[src/rtl/imem_load_ctrl_pkg.sv]
// Shared constants and the loader FSM state type for the instruction-memory loader.
package imem_pkg;

    localparam int IMEM_ADDR_WIDTH = 12;
    localparam int IMEM_MAX_WORDS  = (2 ** IMEM_ADDR_WIDTH) / 4;

    typedef enum logic [2:0] {
        ST_IDLE,
        ST_WAIT,
        ST_WRITE,
        ST_DONE,
        ST_ERROR
    } imem_load_state_t;

endpackage

[src/rtl/imem_load_ctrl_if.sv]
// Word stream plus memory byte-write port between a producer/memory and the loader.
// Stream: a word transfers on a rising edge where in_valid && in_ready are both high;
// the producer holds in_data stable while in_valid is high and not yet accepted.
interface imem_load_if #(
    parameter int ADDR_WIDTH = imem_pkg::IMEM_ADDR_WIDTH
);

    logic                  in_valid;
    logic [31:0]           in_data;
    logic                  in_ready;
    logic                  mem_we;
    logic [ADDR_WIDTH-1:0] mem_addr;
    logic [7:0]            mem_wdata;

    // slave: the loader, consuming the stream and driving the memory port
    modport slave (
        input  in_valid, in_data,
        output in_ready, mem_we, mem_addr, mem_wdata
    );

    // master: the producer and memory side
    modport master (
        output in_valid, in_data,
        input  in_ready, mem_we, mem_addr, mem_wdata
    );

endinterface

[src/rtl/imem_load_ctrl_byte_sequencer.sv]
// Splits a captured 32-bit word into four consecutive byte writes, LSB first.
module imem_byte_sequencer (
    input  logic        clk,
    input  logic        rst,
    input  logic        go,
    input  logic [31:0] word,
    output logic        we,
    output logic [1:0]  offset,
    output logic [7:0]  byte_data,
    output logic        last
);

    logic        active;
    logic [1:0]  idx;
    logic [31:0] word_q;

    always_ff @(posedge clk) begin
        if (rst) begin
            active <= 1'b0;
            idx    <= 2'd0;
            word_q <= 32'd0;
        end else if (go) begin
            active <= 1'b1;
            idx    <= 2'd0;
            word_q <= word;
        end else if (active) begin
            idx <= idx + 2'd1;
            if (idx == 2'd3) begin
                active <= 1'b0;
            end
        end
    end

    assign we        = active;
    assign offset    = idx;
    assign byte_data = word_q[{idx, 3'b000} +: 8];
    assign last      = active && (idx == 2'd3);

endmodule

[src/rtl/imem_load_ctrl.sv]
// Run-time instruction-memory loader: stalls the CPU, streams words in, writes them bytewise.
// Optional running checksum of accepted words when IMEM_LOAD_CHECKSUM_EN is defined.
module imem_load_ctrl
    import imem_pkg::*;
#(
    parameter int ADDR_WIDTH = IMEM_ADDR_WIDTH
) (
    input  logic                  clk,
    input  logic                  rst,
    input  logic                  start,
    input  logic [ADDR_WIDTH-2:0] len,
    imem_load_if.slave            bus,
    output logic                  cpu_stall,
    output logic                  done,
    output logic                  error,
`ifdef IMEM_LOAD_CHECKSUM_EN
    output logic [31:0]           checksum,
`endif
    output imem_load_state_t      state_dbg
);

    localparam int LW = ADDR_WIDTH - 1;
    localparam logic [LW-1:0] MAX_WORDS = LW'((2 ** ADDR_WIDTH) / 4);

    imem_load_state_t      state, state_next;
    logic [LW-1:0]         len_q;
    logic [LW-1:0]         word_cnt;
    logic [ADDR_WIDTH-1:0] base;
    logic                  len_ok;
    logic                  can_start;
    logic                  load_start;
    logic                  accept;
    logic                  seq_go;
    logic                  seq_we;
    logic                  seq_last;
    logic [1:0]            seq_offset;
    logic [7:0]            seq_byte;

    assign len_ok     = (len != '0) && (len <= MAX_WORDS);
    assign can_start  = (state == ST_IDLE) || (state == ST_DONE) || (state == ST_ERROR);
    assign load_start = can_start && start && len_ok;
    assign accept     = (state == ST_WAIT) && bus.in_valid;

    always_ff @(posedge clk) begin
        if (rst) begin
            state <= ST_IDLE;
        end else begin
            state <= state_next;
        end
    end

    always_comb begin
        state_next = state;
        seq_go     = 1'b0;
        case (state)
            ST_IDLE, ST_DONE, ST_ERROR: begin
                if (start) begin
                    state_next = len_ok ? ST_WAIT : ST_ERROR;
                end else if (state == ST_DONE) begin
                    state_next = ST_IDLE;
                end
            end
            ST_WAIT: begin
                if (bus.in_valid) begin
                    seq_go     = 1'b1;
                    state_next = ST_WRITE;
                end
            end
            ST_WRITE: begin
                if (seq_last) begin
                    state_next = (LW'(word_cnt + 1'b1) == len_q) ? ST_DONE : ST_WAIT;
                end
            end
            default: state_next = ST_IDLE;
        endcase
    end

    // Counters are owned here; the sequencer only knows about the word in flight.
    always_ff @(posedge clk) begin
        if (rst) begin
            len_q    <= '0;
            word_cnt <= '0;
            base     <= '0;
        end else if (load_start) begin
            len_q    <= len;
            word_cnt <= '0;
            base     <= '0;
        end else if (seq_last) begin
            word_cnt <= word_cnt + 1'b1;
            base     <= base + ADDR_WIDTH'(4);
        end
    end

`ifdef IMEM_LOAD_CHECKSUM_EN
    always_ff @(posedge clk) begin
        if (rst) begin
            checksum <= 32'd0;
        end else if (load_start) begin
            checksum <= 32'd0;
        end else if (accept) begin
            checksum <= checksum + bus.in_data;
        end
    end
`endif

    imem_byte_sequencer u_seq (
        .clk       (clk),
        .rst       (rst),
        .go        (seq_go),
        .word      (bus.in_data),
        .we        (seq_we),
        .offset    (seq_offset),
        .byte_data (seq_byte),
        .last      (seq_last)
    );

    // Address and data are forced to zero outside byte writes so the port idles clean.
    assign bus.mem_we    = seq_we;
    assign bus.mem_addr  = seq_we ? (base + ADDR_WIDTH'(seq_offset)) : '0;
    assign bus.mem_wdata = seq_we ? seq_byte : 8'd0;
    assign bus.in_ready  = (state == ST_WAIT);
    assign cpu_stall     = (state == ST_WAIT) || (state == ST_WRITE);
    assign done          = (state == ST_DONE);
    assign error         = (state == ST_ERROR);
    assign state_dbg     = state;

    logic unused_accept;
    assign unused_accept = accept;

endmodule

[src/flat_wrapper.sv]
// flat-port wrapper written by rule: the top's interface ports become plain ports
module imem_load_ctrl_flat import imem_pkg::*;
#(
    parameter int ADDR_WIDTH = IMEM_ADDR_WIDTH
)
  (clk, rst, start, len, cpu_stall, done, error, state_dbg, bus_in_valid, bus_in_data, bus_in_ready, bus_mem_we, bus_mem_addr, bus_mem_wdata);
  imem_load_if #(.ADDR_WIDTH(ADDR_WIDTH)) bus_i ();
  input  logic clk;
  input  logic rst;
  input  logic start;
  input  logic [ADDR_WIDTH-2:0] len;
  output logic cpu_stall;
  output logic done;
  output logic error;
  output imem_load_state_t state_dbg;
  input wire logic [$bits(bus_i.in_valid)-1:0] bus_in_valid;
  input wire logic [$bits(bus_i.in_data)-1:0] bus_in_data;
  output wire logic [$bits(bus_i.in_ready)-1:0] bus_in_ready;
  output wire logic [$bits(bus_i.mem_we)-1:0] bus_mem_we;
  output wire logic [$bits(bus_i.mem_addr)-1:0] bus_mem_addr;
  output wire logic [$bits(bus_i.mem_wdata)-1:0] bus_mem_wdata;
  assign bus_i.in_valid = bus_in_valid;
  assign bus_i.in_data = bus_in_data;
  assign bus_in_ready = bus_i.in_ready;
  assign bus_mem_we = bus_i.mem_we;
  assign bus_mem_addr = bus_i.mem_addr;
  assign bus_mem_wdata = bus_i.mem_wdata;
  imem_load_ctrl #(.ADDR_WIDTH(ADDR_WIDTH)) u_core (.clk(clk), .rst(rst), .start(start), .len(len), .bus(bus_i), .cpu_stall(cpu_stall), .done(done), .error(error), .state_dbg(state_dbg));
endmodule
[config.mk]
export PLATFORM = sky130hd
export DESIGN_NAME = imem_load_ctrl_flat
export DESIGN_NICKNAME = d
export VERILOG_FILES = /design/src/rtl/imem_load_ctrl_pkg.sv /design/src/rtl/imem_load_ctrl_if.sv /design/src/rtl/imem_load_ctrl_byte_sequencer.sv /design/src/rtl/imem_load_ctrl.sv /design/src/flat_wrapper.sv
export SDC_FILE = /design/constraint.sdc
export NUM_CORES = 1
export LEC_CHECK = 0
export ABC_CLOCK_PERIOD_IN_PS = 1640
export BUFFER_PORTS_ARGS = -buffer_cell sky130_fd_sc_hd__buf_2
export CORE_UTILIZATION = 49
export CTS_CLUSTER_DIAMETER = 150
export CTS_CLUSTER_SIZE = 14
export DETAILED_ROUTE_END_ITERATION = 8
export PLACE_DENSITY = 0.75
export SYNTH_ARGS = -nofsm -noshare
export SYNTH_HDL_FRONTEND = slang
export SYNTH_SLANG_ARGS = --single-unit
[constraint.sdc]
create_clock -name clk -period 1.64 [get_ports clk]
set_input_delay 0.164 -clock clk [delete_from_list [all_inputs] [get_ports clk]]
set_output_delay 0.164 -clock clk [all_outputs]
set_load 0.1 [all_outputs]
* Word level (Yosys, flattened, before mapping)
Cells that the tools add are included.
** Storage, ports and cells
- Bits in registers :: 72
- Bits in latches :: 0
- Bits in writable memories :: 0
- ROM bits :: 0
- Input bits :: 47
- Output and inout port bits :: 28
- Memories kept :: 0
** Operators by class
- Add/subtract/negate cells :: 4
- Multiply operators :: 0
- Div/mod/pow operators :: 0
- $lt $le $gt $ge :: 1
- Equal/unequal tests :: 9
- Shifts and indexed selects :: 1
- Muxes and demuxes :: 14
- Bitwise logic cells :: 0
- Reduce and logical (&&, ||, !) cells :: 13
** Operators with widths (count)
- $shiftx 32x6->8 :: 1
- $mux 3 :: 5
- $add 12x2->12 :: 1
- $add 12x3->12 const B :: 1
- $mux 12 :: 1
- $add 11x1->11 const B :: 1
- $eq 11x11->1 :: 1
- $le 11x11->1 const B :: 1
- $reduce_bool 11->1 :: 1
- $pmux 3 s3 :: 1
- $mux 8 :: 1
- $eq 3x2->1 const B :: 2
- $mux 1 :: 5
- $logic_and 1x1->1 :: 4
- $reduce_or 2->1 :: 2
- $eq 3x1->1 const B :: 1
- $eq 3x3->1 const B :: 1
- $logic_not 3->1 :: 1
- $logic_or 1x1->1 :: 3
- $ne 3x3->1 const B :: 1
- $reduce_and 3->1 :: 1
- $reduce_or 3->1 :: 1
- $add 2x1->2 const B :: 1
- $eq 2x2->1 const B :: 1
- other kinds (3) :: 3

* Depth between registers and ports, before layout
Gate-level depths: netlist of run 1.
- Word-level depth :: 6
- Mapped depth :: 7

* By module
From an unflattened synthesis of run 1, not the netlist that was laid out.
** Unflattened totals
- Cell total of the unflattened synthesis :: 371
- Area total of the unflattened synthesis :: 3469.6 µm²
** By module, submodules not included
- imem_load_ctrl :: instances 1, cells each 245, area each 2010.7 µm², sequential area each 700.7 µm²
- imem_byte_sequencer :: instances 1, cells each 126, area each 1458.9 µm², sequential area each 700.7 µm²

* Least setup slack after synthesis of run 1
OpenSTA, ideal clock, no wires.
- Path type :: flip-flop to flip-flop
- Start :: register u_core.state[2] (netlist: u_core.state_dbg[2])
- End :: register u_core.state[2] (netlist: u_core.state_dbg[2])
- Setup time :: 74 ps
- Data arrival time :: 3605 ps
- Data required time :: 1566 ps
- Setup slack :: -2039 ps
- Cell stages (with the launch flop) :: 6
- Clock period less this slack :: 3679 ps
- Cells stage by stage :: dfxtp_1 buf_6 inv_1 nor3_1 a2bb2oi_1 nor2_1
** Between the ends
- Longest elaborated chain between the ends :: 4
** RTL lines
- start, declared :: line imem_load_ctrl.sv:25 : imem_load_state_t state, state_next;
- start signal, assigned :: line imem_load_ctrl.sv:48 : state <= state_next;
- $eq 3x3->1 *
- named net error :: line flat_wrapper.sv:14 : output logic error;
- $reduce_or 3->1 * :: line imem_load_ctrl.sv:55 : case (state)
- $ne 3x3->1 (no line)
- $reduce_and 3->1 (no line)
Mark *: on every way through the listed nets, which the timed path passes. The rest lies on a longest branch.
A chain may end at the register's enable or synchronous reset.

* Worst setup path after layout of run 1
- Start :: register u_core.u_seq.idx[1] (netlist: u_core.u_seq.offset[1])
- End :: output port bus_mem_wdata[3]
** Between the ends
- Longest elaborated chain between the ends :: 2
** RTL lines
- start, declared :: line imem_load_ctrl_byte_sequencer.sv:14 : logic [1:0] idx;
- start signal, assigned :: line imem_load_ctrl_byte_sequencer.sv:27 : idx <= idx + 2'd1;
- $shiftx 32x6->8 :: line imem_load_ctrl_byte_sequencer.sv:36 : assign byte_data = word_q[{idx, 3'b000} +: 8];
- $mux 8 :: line imem_load_ctrl.sv:120 : assign bus.mem_wdata = seq_we ? seq_byte : 8'd0;
- end, declared :: line flat_wrapper.sv:21 : output wire logic [$bits(bus_i.mem_wdata)-1:0] bus_mem_wdata;
Every way passes these cells.

==> summary.md, run 1 <==
| Metric | Value |
|---|---|
| Total Routed Length | `8.95 mm` |
| Max-slew headroom | `64.0%` |
| Yosys reg bits | `70` |
| Part of the power in the clock network | `35.7%` |
| Critical path peak fanout | `4` |
| Cells after Synth | `423` |
| Post-synthesis instance area | `0.00348 mm2` |
| Dpl ws | `-157 ps` |
| Routability cong. | `0.883` |
| Largest net degree at the start of global routing | `51` |
| CTS tree | `built` |
| Die Ht | `86.3 um` |
| Drt pass-1 iters | `4` |
| LEAKAGE | `1.84 nW` |
| Final WS setup | `-174 ps` |
| Post-Synth XOR/XNOR Area | `6.79%` |
| Worst Skew | `11.0 ps` |
| Actual slew at the worst max-slew pin | `540 ps` |
| Avg Inst Size Synth | `8.23 um2` |
| Critical Path RT | `1480 ps` |
| Antenna cells | `0` |
| Final hold vios | `0` |
| Number of vias per cell | `5.37` |
| Most frequent cells in the layout | `79 x nand2_1, 64 x dfxtp_1, 50 x buf_2` |
| Max clock buf depth | `2` |
| Post-synth EDFFs | `0` |
| Number of clock buffers inserted by TritonCTS | `9` |
| DIE WIDTH | `86.3 um` |
| Filler instances | `542` |
| Yosys warnings | `0` |
| Final HPWL from detailed placement | `6.10 mm` |
| # clock sinks | `70` |
| Violated checks | `negative setup slack` |
| # setup viols final | `9` |
| Flop pwr share | `51.1%` |
| Ys flop type | `dfxtp_1` |
| Proportion of layout cells with a drive suffix above 1 | `36.5%` |
| Post-synthesis adder-cell area fraction | `1.08%` |
| Max-cap violation count | `0` |
| Largest family of logic cells by synthesized area | `simple AND/OR/NAND/NOR gates` |
| Post-Synth Simple-Gate Area | `27.4%` |
| Core ar. | `0.00683 mm2` |
| Outcome | `finished, violations left` |
| Num rows | `30` |
| Pwr Density | `725 mW/mm2` |
| RSZ-0062 raised after global routing | `true` |
| CP arrival | `1650 ps` |
| Final Max Tran Viols | `0` |
| Post-synthesis net count | `473` |
| Period utilization | `111%` |
| Worst VDD drop | `520 uV` |
| Min cycle time layout | `1810 ps` |
| Achievable Freq | `0.551 GHz` |
| Area of the multi-input gates | `0.00208 mm2` |
| GRT Total Usage | `25.1%` |
| Vias in the first global route | `3,244` |
| Net count, final | `574` |
| Post-synthesis sequential area ratio | `40.2%` |
| CP Launch Type | `register` |
| Insertion delay to the later sink of the worst-skew pair | `350 ps` |
| Via Count | `3,357` |
| Non-Filler Instances | `625` |
| Synth cell types | `48` |
| Tot Pwr | `3.47 mW` |
| Int Power | `2.52 mW` |
| Worst-path clk slew | `80 ps` |
| Placed insts | `601` |
| DRT iter0 DRCs | `196` |
| Routed Antenna Nets | `0` |
| CTS Root Cell | `clkbuf_8` |
| Type of the tightest min-delay check | `primary input to register` |
| Crit Path Category | `register to primary output` |
| Compound-Gate Fraction of Synth Area | `11.9%` |
| # IOs | `75` |
| Port bufs | `74` |
| Most common cell after layout, fill and taps aside | `nand2_1` |
| Crit path capture type | `primary output` |
| Global-route wire length before repair | `14.6 mm` |
| DRC | `0` |
| H-tree depth | `3` |
| P_sw | `0.949 mW` |
| Wire per inst | `14.3 um` |
| Antenna violations before repair | `0` |
| Die area | `0.00745 mm2` |
| Congestion Overflow GR | `0` |
| FF+latch area | `0.00142 mm2` |
| Initial Util | `51.0%` |
| Combinational Power Share | `13.2%` |
| Mux share of post-synthesis cell area | `8.33%` |
| Async SR Flop Fraction | `0%` |
| Area Overhead vs Synth | `37.5%` |
| Sw Ratio | `27.3%` |
-- cells in the mapped netlist, types with 4 or more instances --
master     n  area [um2]
o21ai_0    8        40.0
inv_1      5        18.8
xnor2_1   16         140
nand4_1    8        50.1
a21oi_1   41         205
nor2_1    47         176
nand3_1    9        45.0
clkbuf_1  26        97.6
mux4_2     8         180
xor2_1    11        96.3
nor3_1     8        40.0
nand2b_1   4        25.0
nand2_1   79         297
dfxtp_1   70        1400
mux2i_1   11         110
and2_1    22         138
-- what timing repair did --
action,4_1_cts,5_1_grt
hold buffers,0,0
buffers inserted,3,3
setup endpoints to repair,30,41
pin swaps,4,3
gates resized for setup,53,10
cloned,0,2
endpoints found under the hold margin,0,0
-- per-layer routing --
metal	part of all wire [%]	GRT usage, %	up-vias
li1	-	-	1642
met1	43	32.2	1562
met2	47	41.8	130
met3	6.3	4.10	23
met4	2.8	11.2	0
met5	0	0	-
-- worst paths after layout --
path / cells past startpoint / end / slack (ps) / startpoint
min reg2reg: 2 / u_core.u_seq.word_q[18] / 460 / u_core.u_seq.word_q[18]
min: 3 / u_core.u_seq.word_q[27] / 40 / bus_in_data[27]
max: 4 / bus_mem_wdata[3] / -170 / u_core.u_seq.offset[1]
max reg2reg: 6 / u_core.state_dbg[1] / -60 / u_core.word_cnt[1]
-- logic make-up after synthesis --
group	count (synthesis)
AOI/OAI and AO/OA	67
xor gates and xnor gates	27
adders and majority gates	3
buffers and inverters	36
DFF	70
muxes	19
and+or+nand+nor	201
-- area by class of cell --
type                            instances  area share (%)
Inverter                                5           0.392
Multi-Input combinational cell        319            43.5
Sequential cell                        70            29.7
Clock buffer                           11            2.95
Clock inverter                          5           0.705
Tap cell                               96            2.51
Timing Repair Buffer                  119            20.2
-- stage by stage --
stage	cell area (um2)	util (%)	hold slack [ps]	TNS [ps]
4_1_cts	4720	69.1	31.3	-1300
3_5_place_dp	4340	63.6	409	-1880
5_1_grt	4790	70.1	35.6	-1850
6_report	4790	70.1	36.9	-1200
3_3_place_gp	4340	63.6	406	-337
2_1_floorplan	3630	-	300	-10010
-- power groups by stage --
stage / combinational, mW / sequential [mW] / clock, mW
after global placement: 0.411 / 1.81 / 0
after detailed placement: 0.419 / 1.81 / 0
final: 0.460 / 1.77 / 1.24
after CTS: 0.437 / 1.77 / 1.25
after floorplan: 0.247 / 1.83 / 0
after global routing: 0.492 / 1.78 / 1.35
-- flip-flops by register name, summed over array words and instances, names as in the netlist --
name	flops
u_core.u_seq.word_q	32
u_core.len_q	11
u_core.word_cnt	11
u_core.base	10
u_core.state_dbg	3
u_core.u_seq.offset	2
u_core.u_seq.we	1
-- critical path, cell delays in order (launching register included) --
cell     delay [ps]
dfxtp_2         350
buf_6           120
mux4_2          490
and2_4          180
buf_12          160
Note: power is estimated with default switching activity, not from simulation.
==> run 2: changes to the inputs <==
Settings changed: CORE_MARGIN set to 2, CTS_CLUSTER_SIZE 14 to 20, PLACE_DENSITY 0.75 to 0.86.
==> run 2 against run 1 <==
Effect of this change:
- critical path type unchanged
- clock power increased by 16%
- critical path depth stayed put
- largest power group unchanged
- the flow still finishes with violations (negative setup slack)
- combinational power is 9.8% higher
- flip-flop and latch count stayed put
==> summary.md, run 2 (synthesis results as in run 1) <==
| Metric | Value |
|---|---|
| DRT iter0 DRCs | `346 (was 196)` |
| CP Launch Type | `register (unchanged)` |
| Worst path slowest cell | `mux4_2 (unchanged)` |
| DRC | `0 (unchanged)` |
| # clock sinks | `70 (unchanged)` |
| Most frequent cells in the layout | `79 x nand2_1, 64 x dfxtp_1, 50 x buf_2 (unchanged)` |
| Initial Util | `51.0% (unchanged)` |
| DIE WIDTH | `88.3 um (was 86.3 um)` |
| RSZ-0062 raised after global routing | `true (unchanged)` |
| CTS tree | `built (unchanged)` |
| Number of clock buffers inserted by TritonCTS | `9 (unchanged)` |
| Worst VDD drop | `613 uV (was 520 uV)` |
| Drt pass-1 iters | `6 (was 4)` |
| Worst-path clk slew | `80 ps (about the same)` |
| Achievable Freq | `0.541 GHz (was 0.551 GHz)` |
| Insertion delay to the later sink of the worst-skew pair | `360 ps (was 350 ps)` |
| Antenna cells | `0 (unchanged)` |
| Routability cong. | `0.861 (was 0.883)` |
| Min cycle time layout | `1850 ps (was 1810 ps)` |
| Top reg by flops | `u_core.u_seq.word_q (unchanged)` |
| Max clock buf depth | `2 (unchanged)` |
| Most common cell after layout, fill and taps aside | `nand2_1 (unchanged)` |
| Max-slew headroom | `63.3% (was 64.0%)` |
| Die area | `0.00780 mm2 (was 0.00745 mm2)` |
| Global-route wire length before repair | `16.3 mm (was 14.6 mm)` |
| Antenna violations before repair | `0 (unchanged)` |
| Violated checks | `negative setup slack (unchanged)` |
| Num rows | `30 (unchanged)` |
| Actual slew at the worst max-slew pin | `550 ps (was 540 ps)` |
| Via Count | `3,616 (was 3,357)` |
| Die Ht | `88.3 um (was 86.3 um)` |
| Routed Antenna Nets | `0 (unchanged)` |
| Critical path peak fanout | `4 (unchanged)` |
| Crit path capture type | `primary output (unchanged)` |
| Core ar. | `0.00683 mm2 (unchanged)` |
| Final Max Tran Viols | `0 (unchanged)` |
| Largest net degree at the start of global routing | `51 (unchanged)` |
| Final WS setup | `-209 ps (was -174 ps)` |
| Crit Path Category | `register to primary output (unchanged)` |
| CTS Root Cell | `clkbuf_8 (unchanged)` |
| RR Endpoint | `u_core.state_dbg[1] (unchanged)` |
| Worst Skew | `5.40 ps (was 11.0 ps)` |
| Final HPWL from detailed placement | `6.41 mm (was 6.10 mm)` |
| Period utilization | `113% (was 111%)` |
| Area Overhead vs Synth | `39.7% (was 37.5%)` |
| Outcome | `finished, violations left (unchanged)` |
| # setup viols final | `21 (was 9)` |
| Proportion of layout cells with a drive suffix above 1 | `36.6% (was 36.5%)` |
| Regs by FF count | `u_core.u_seq.word_q: 32 flops, u_core.len_q: 11 flops, u_core.word_cnt: 11 flops (unchanged)` |
| Congestion Overflow GR | `0 (unchanged)` |
| Reg-to-Reg Start | `u_core.state_dbg[2] (was u_core.word_cnt[1])` |
| Tot Pwr | `3.72 mW (was 3.47 mW)` |
| Max reg flops | `32 (unchanged)` |
| Depth of the worst hold-timing path | `3 (unchanged)` |
| CP arrival | `1680 ps (was 1650 ps)` |
| Max-cap violation count | `0 (unchanged)` |
| Wire per inst | `18.0 um (was 14.3 um)` |
| Critical Path RT | `1480 ps (about the same)` |
| Crit-path max cell delay | `500 ps (was 490 ps)` |
| Net count, final | `569 (was 574)` |
| Port bufs | `74 (unchanged)` |
| Worst r2r path cells | `5 (was 6)` |
| Total Routed Length | `11.2 mm (was 8.95 mm)` |
| Pwr Density | `765 mW/mm2 (was 725 mW/mm2)` |
| Vias in the first global route | `3,334 (was 3,244)` |
| Number of vias per cell | `5.83 (was 5.37)` |
| Hold Path End | `u_core.u_seq.word_q[27] (unchanged)` |
| CP cell instances | `buf_6 > mux4_2 > and2_4 > buf_12 (unchanged)` |
| Type of the tightest min-delay check | `primary input to register (unchanged)` |
| Final hold vios | `0 (unchanged)` |
| # IOs | `75 (unchanged)` |
| Hold Crit Start | `bus_in_data[27] (unchanged)` |
| H-tree depth | `3 (unchanged)` |
| R2R Setup Slk | `-140 ps (was -60 ps)` |
| GRT Total Usage | `27.1% (was 25.1%)` |
| Worst Hold Slack | `33.2 ps (was 36.9 ps)` |
| LEAKAGE | `1.84 nW (about the same)` |
-- run 2: cell count changes in the layout (fill, tap and decap cells not counted), sizes merged --
| cell | before | now |
|---|---|---|
| buf | 118 | 114 |
| bufinv | 0 | 1 |
| clkbuf | 12 | 11 |
| clkinv | 4 | 3 |
-- run 2: final cells by class --
type	instances	area, um2
Fill cell	463	1970
Clock inverter	5	57.6
Tap cell	96	120
Clock buffer	11	141
Sequential cell	70	1420
Inverter	5	18.8
Multi-Input combinational cell	319	2120
Timing Repair Buffer	114	985
-- run 2: worst max path at each step --
stage                           startpoint  slack, ps               end
CTS                 u_core.u_seq.offset[1]       -190  bus_mem_wdata[0]
global route        u_core.u_seq.offset[1]       -240  bus_mem_wdata[3]
floorplan              u_core.state_dbg[1]       -360   u_core.len_q[1]
global placement                    len[6]        -80   u_core.len_q[5]
finish              u_core.u_seq.offset[1]       -210  bus_mem_wdata[3]
detailed placement                  len[6]       -150   u_core.len_q[0]
-- run 2: worst max-delay path: cells and delay by family (launching register included) --
family | cells | cell delay (ps)
mux | 1 | 500
flops | 1 | 350
buf+inv | 2 | 290
simple gates | 1 | 180
-- run 2: stage by stage --
step                cells  cell area [um2]  TNS [ps]  utilization (%)  setup WS, ps
floorplan             423             3630    -10010                -          -364
global placement      592             4300     -1540             62.9         -82.6
detailed placement    592             4300     -3780             62.9          -151
CTS                   615             4750     -1540             69.6          -192
global route          620             4860     -3570             71.2          -238
finish                620             4860     -2320             71.2          -209
-- run 2: routing by layer --
layer	wire [um]	global-route usage, %
met4	518	13.2
met3	911	5.97
met5	0	0
met2	5550	45.4
met1	4200	33.2
-- run 2: what timing repair did --
action	4_1_cts	5_1_grt
buffers inserted	6	3
gates cloned	1	2
resized for setup	53	20
pin swaps	3	5
endpoints found under the setup margin	31	59
hold endpoints to repair	0	0
hold buffers	0	0
-- run 2: power by group --
| part | total, mW | internal [mW] | switching (mW) |
|---|---|---|---|
| clock | 1.44 | 0.747 | 0.688 |
| sequential | 1.78 | 1.73 | 0.0456 |
| combinational | 0.505 | 0.215 | 0.290 |
==> run 3: changes to the inputs <==
Settings changed: CORE_UTILIZATION 49 to 51, CTS_BUF_LIST set to sky130_fd_sc_hd__clkbuf_4, PLACE_DENSITY 0.86 to 0.88.
==> run 3 against run 2 <==
Effect of this change:
- the run ends with negative hold slack, negative setup slack left
- fmax is 8.0% lower
- flip-flop and latch count stayed put
- total power shrank 5.7%
- via count up 15%
- setup slack worse by 160 ps
- critical endpoint is now bus_mem_wdata[1]
- largest cell class unchanged
- largest power group unchanged
==> summary.md, run 3 (synthesis results as in run 1) <==
| Metric | Value |
|---|---|
| Max-slew headroom | `60.4% (was 63.3%)` |
| Outcome | `finished, violations left (unchanged)` |
| Top reg by flops | `u_core.u_seq.word_q (unchanged)` |
| Min cycle time layout | `2010 ps (was 1850 ps)` |
| Number of clock buffers inserted by TritonCTS | `9 (unchanged)` |
| Insertion delay to the later sink of the worst-skew pair | `480 ps (was 360 ps)` |
| Worst VDD drop | `635 uV (was 613 uV)` |
| LEAKAGE | `2.05 nW (was 1.84 nW)` |
| Most common cell after layout, fill and taps aside | `nand2_1 (unchanged)` |
| Antenna violations before repair | `0 (unchanged)` |
| CTS tree | `built (unchanged)` |
| Setup TNS | `-6090 ps (was -2320 ps)` |
| Max reg flops | `32 (unchanged)` |
| Number of buffers and inverters on the critical path | `2 (unchanged)` |
| Largest net degree at the start of global routing | `52 (was 51)` |
| Die Ht | `86.6 um (was 88.3 um)` |
| Proportion of layout cells with a drive suffix above 1 | `39.2% (was 36.6%)` |
| Crit path capture type | `primary output (unchanged)` |
| Hold Crit Start | `len[9] (was bus_in_data[27])` |
| Total Routed Length | `14.3 mm (was 11.2 mm)` |
| DRT iter0 DRCs | `620 (was 346)` |
| Max-cap violation count | `0 (unchanged)` |
| Number of vias per cell | `6.36 (was 5.83)` |
| Post-layout util | `79.3% (was 71.2%)` |
| Depth of the worst hold-timing path | `3 (unchanged)` |
| Die area | `0.00751 mm2 (was 0.00780 mm2)` |
| Area Overhead vs Synth | `52.9% (was 39.7%)` |
| # setup viols final | `58 (was 21)` |
| # IOs | `75 (unchanged)` |
| RSZ-0062 raised after global routing | `true (unchanged)` |
| Crit-path max cell delay | `510 ps (was 500 ps)` |
| Initial Util | `51.8% (was 51.0%)` |
| Worst Hold Slack | `-0.275 ps (was 33.2 ps)` |
| Worst Skew | `31.9 ps (was 5.40 ps)` |
| Worst path slowest cell | `mux4_2 (unchanged)` |
| R2R Setup Slk | `-180 ps (was -140 ps)` |
| Core ar. | `0.00672 mm2 (was 0.00683 mm2)` |
| Reg-to-Reg Start | `u_core.word_cnt[6] (was u_core.state_dbg[2])` |
| Pwr Density | `659 mW/mm2 (was 765 mW/mm2)` |
| Routed Antenna Nets | `0 (unchanged)` |
| GRT Total Usage | `33.4% (was 27.1%)` |
| Hold Path End | `u_core.len_q[9] (was u_core.u_seq.word_q[27])` |
| Type of the tightest min-delay check | `primary input to register (unchanged)` |
| Congestion Overflow GR | `0 (unchanged)` |
| Final Max Tran Viols | `0 (unchanged)` |
| Violated checks | `negative hold slack, negative setup slack (was negative setup slack)` |
| Crit Path Category | `register to primary output (unchanged)` |
| Critical path peak fanout | `4 (unchanged)` |
| Wire per inst | `21.9 um (was 18.0 um)` |
| CP top delay family | `multiplexers (unchanged)` |
| Final HPWL from detailed placement | `6.57 mm (was 6.41 mm)` |
| Most frequent cells in the layout | `78 x nand2_1, 62 x dfxtp_1, 48 x buf_2 (was 79 x nand2_1, 64 x dfxtp_1, 50 x buf_2)` |
| Num rows | `30 (unchanged)` |
| Net count, final | `619 (was 569)` |
| Vias in the first global route | `3,898 (was 3,334)` |
| Global-route wire length before repair | `19.2 mm (was 16.3 mm)` |
| # clock sinks | `70 (unchanged)` |
| Period utilization | `123% (was 113%)` |
| Critical Path RT | `1480 ps (about the same)` |
| DIE WIDTH | `86.6 um (was 88.3 um)` |
| Via Count | `4,161 (was 3,616)` |
| DRC | `0 (unchanged)` |
| CTS Root Cell | `clkbuf_4 (was clkbuf_8)` |
| RR Endpoint | `u_core.state_dbg[1] (unchanged)` |
| Max clock buf depth | `2 (unchanged)` |
| Actual slew at the worst max-slew pin | `594 ps (was 550 ps)` |
| Antenna cells | `0 (unchanged)` |
| CP arrival | `1850 ps (was 1680 ps)` |
| CP cell instances | `buf_6 > mux4_2 > and2_4 > buf_12 (unchanged)` |
| Regs by FF count | `u_core.u_seq.word_q: 32 flops, u_core.len_q: 11 flops, u_core.word_cnt: 11 flops (unchanged)` |
| Final hold vios | `1 (was 0)` |
| Worst r2r path cells | `5 (unchanged)` |
| Drt pass-1 iters | `5 (was 6)` |
| CP Launch Type | `register (unchanged)` |
| Routability cong. | `0.932 (was 0.861)` |
| Achievable Freq | `0.498 GHz (was 0.541 GHz)` |
| H-tree depth | `3 (unchanged)` |
| Final WS setup | `-370 ps (was -209 ps)` |
| Port bufs | `74 (unchanged)` |
| Worst-path clk slew | `160 ps (was 80 ps)` |
## run 3: stage by stage
stage	setup slack, ps	instances	total power [mW]	cell area (um2)	hold WS (ps)
global route	-397	654	3.57	5330	2.96
CTS	-324	644	3.32	5040	1.65
finish	-370	654	3.51	5330	-0.275
global placement	-73.3	584	2.22	4310	404
detailed placement	-240	584	2.23	4310	410
floorplan	-364	423	2.08	3630	300
## run 3: how the worst max path moves through the flow
stage	startpoint	end	depth (start not counted)
detailed placement	len[6]	u_core.len_q[4]	8
global route	u_core.u_seq.offset[1]	bus_mem_wdata[1]	4
CTS	u_core.u_seq.offset[1]	bus_mem_wdata[3]	4
floorplan	u_core.state_dbg[1]	u_core.len_q[1]	7
global placement	len[6]	u_core.len_q[1]	8
finish	u_core.u_seq.offset[1]	bus_mem_wdata[1]	4
## run 3: area by class of cell
class	count	area, um2
clock buffers	10	75.1
clock inverters	6	45.0
fillers	338	1390
inverters	5	22.5
multi-input cells	320	2200
flip-flops and latches	70	1420
well taps	80	100
repair buffers	163	1470
## run 3: where the power goes
part	internal (mW)	switching (mW)	total [mW]
logic	0.289	0.337	0.626
clock network	0.340	0.761	1.10
registers	1.74	0.0440	1.78
total	2.37	1.14	3.51
## run 3: worst reg2reg max path: stages (launching register included)
cell	delay (ps)
dfxtp_1	520
and4_1	330
nand2_1	100
nor4b_1	330
nor2_1	150
o31ai_2	300
## run 3: repair_timing
item	4_1_cts	5_1_grt
cloned	2	3
resized for setup	53	54
endpoints found under the hold margin	37	0
buffers inserted	5	8
pin swaps	6	8
hold buffers	37	0
endpoints found under the setup margin	32	86
## run 3: layer usage
layer,GRT usage (%),share of wire (%)
met5,0,0
met3,7.52,8.9
met1,37.0,35
met4,22.7,8.4
met2,56.7,48
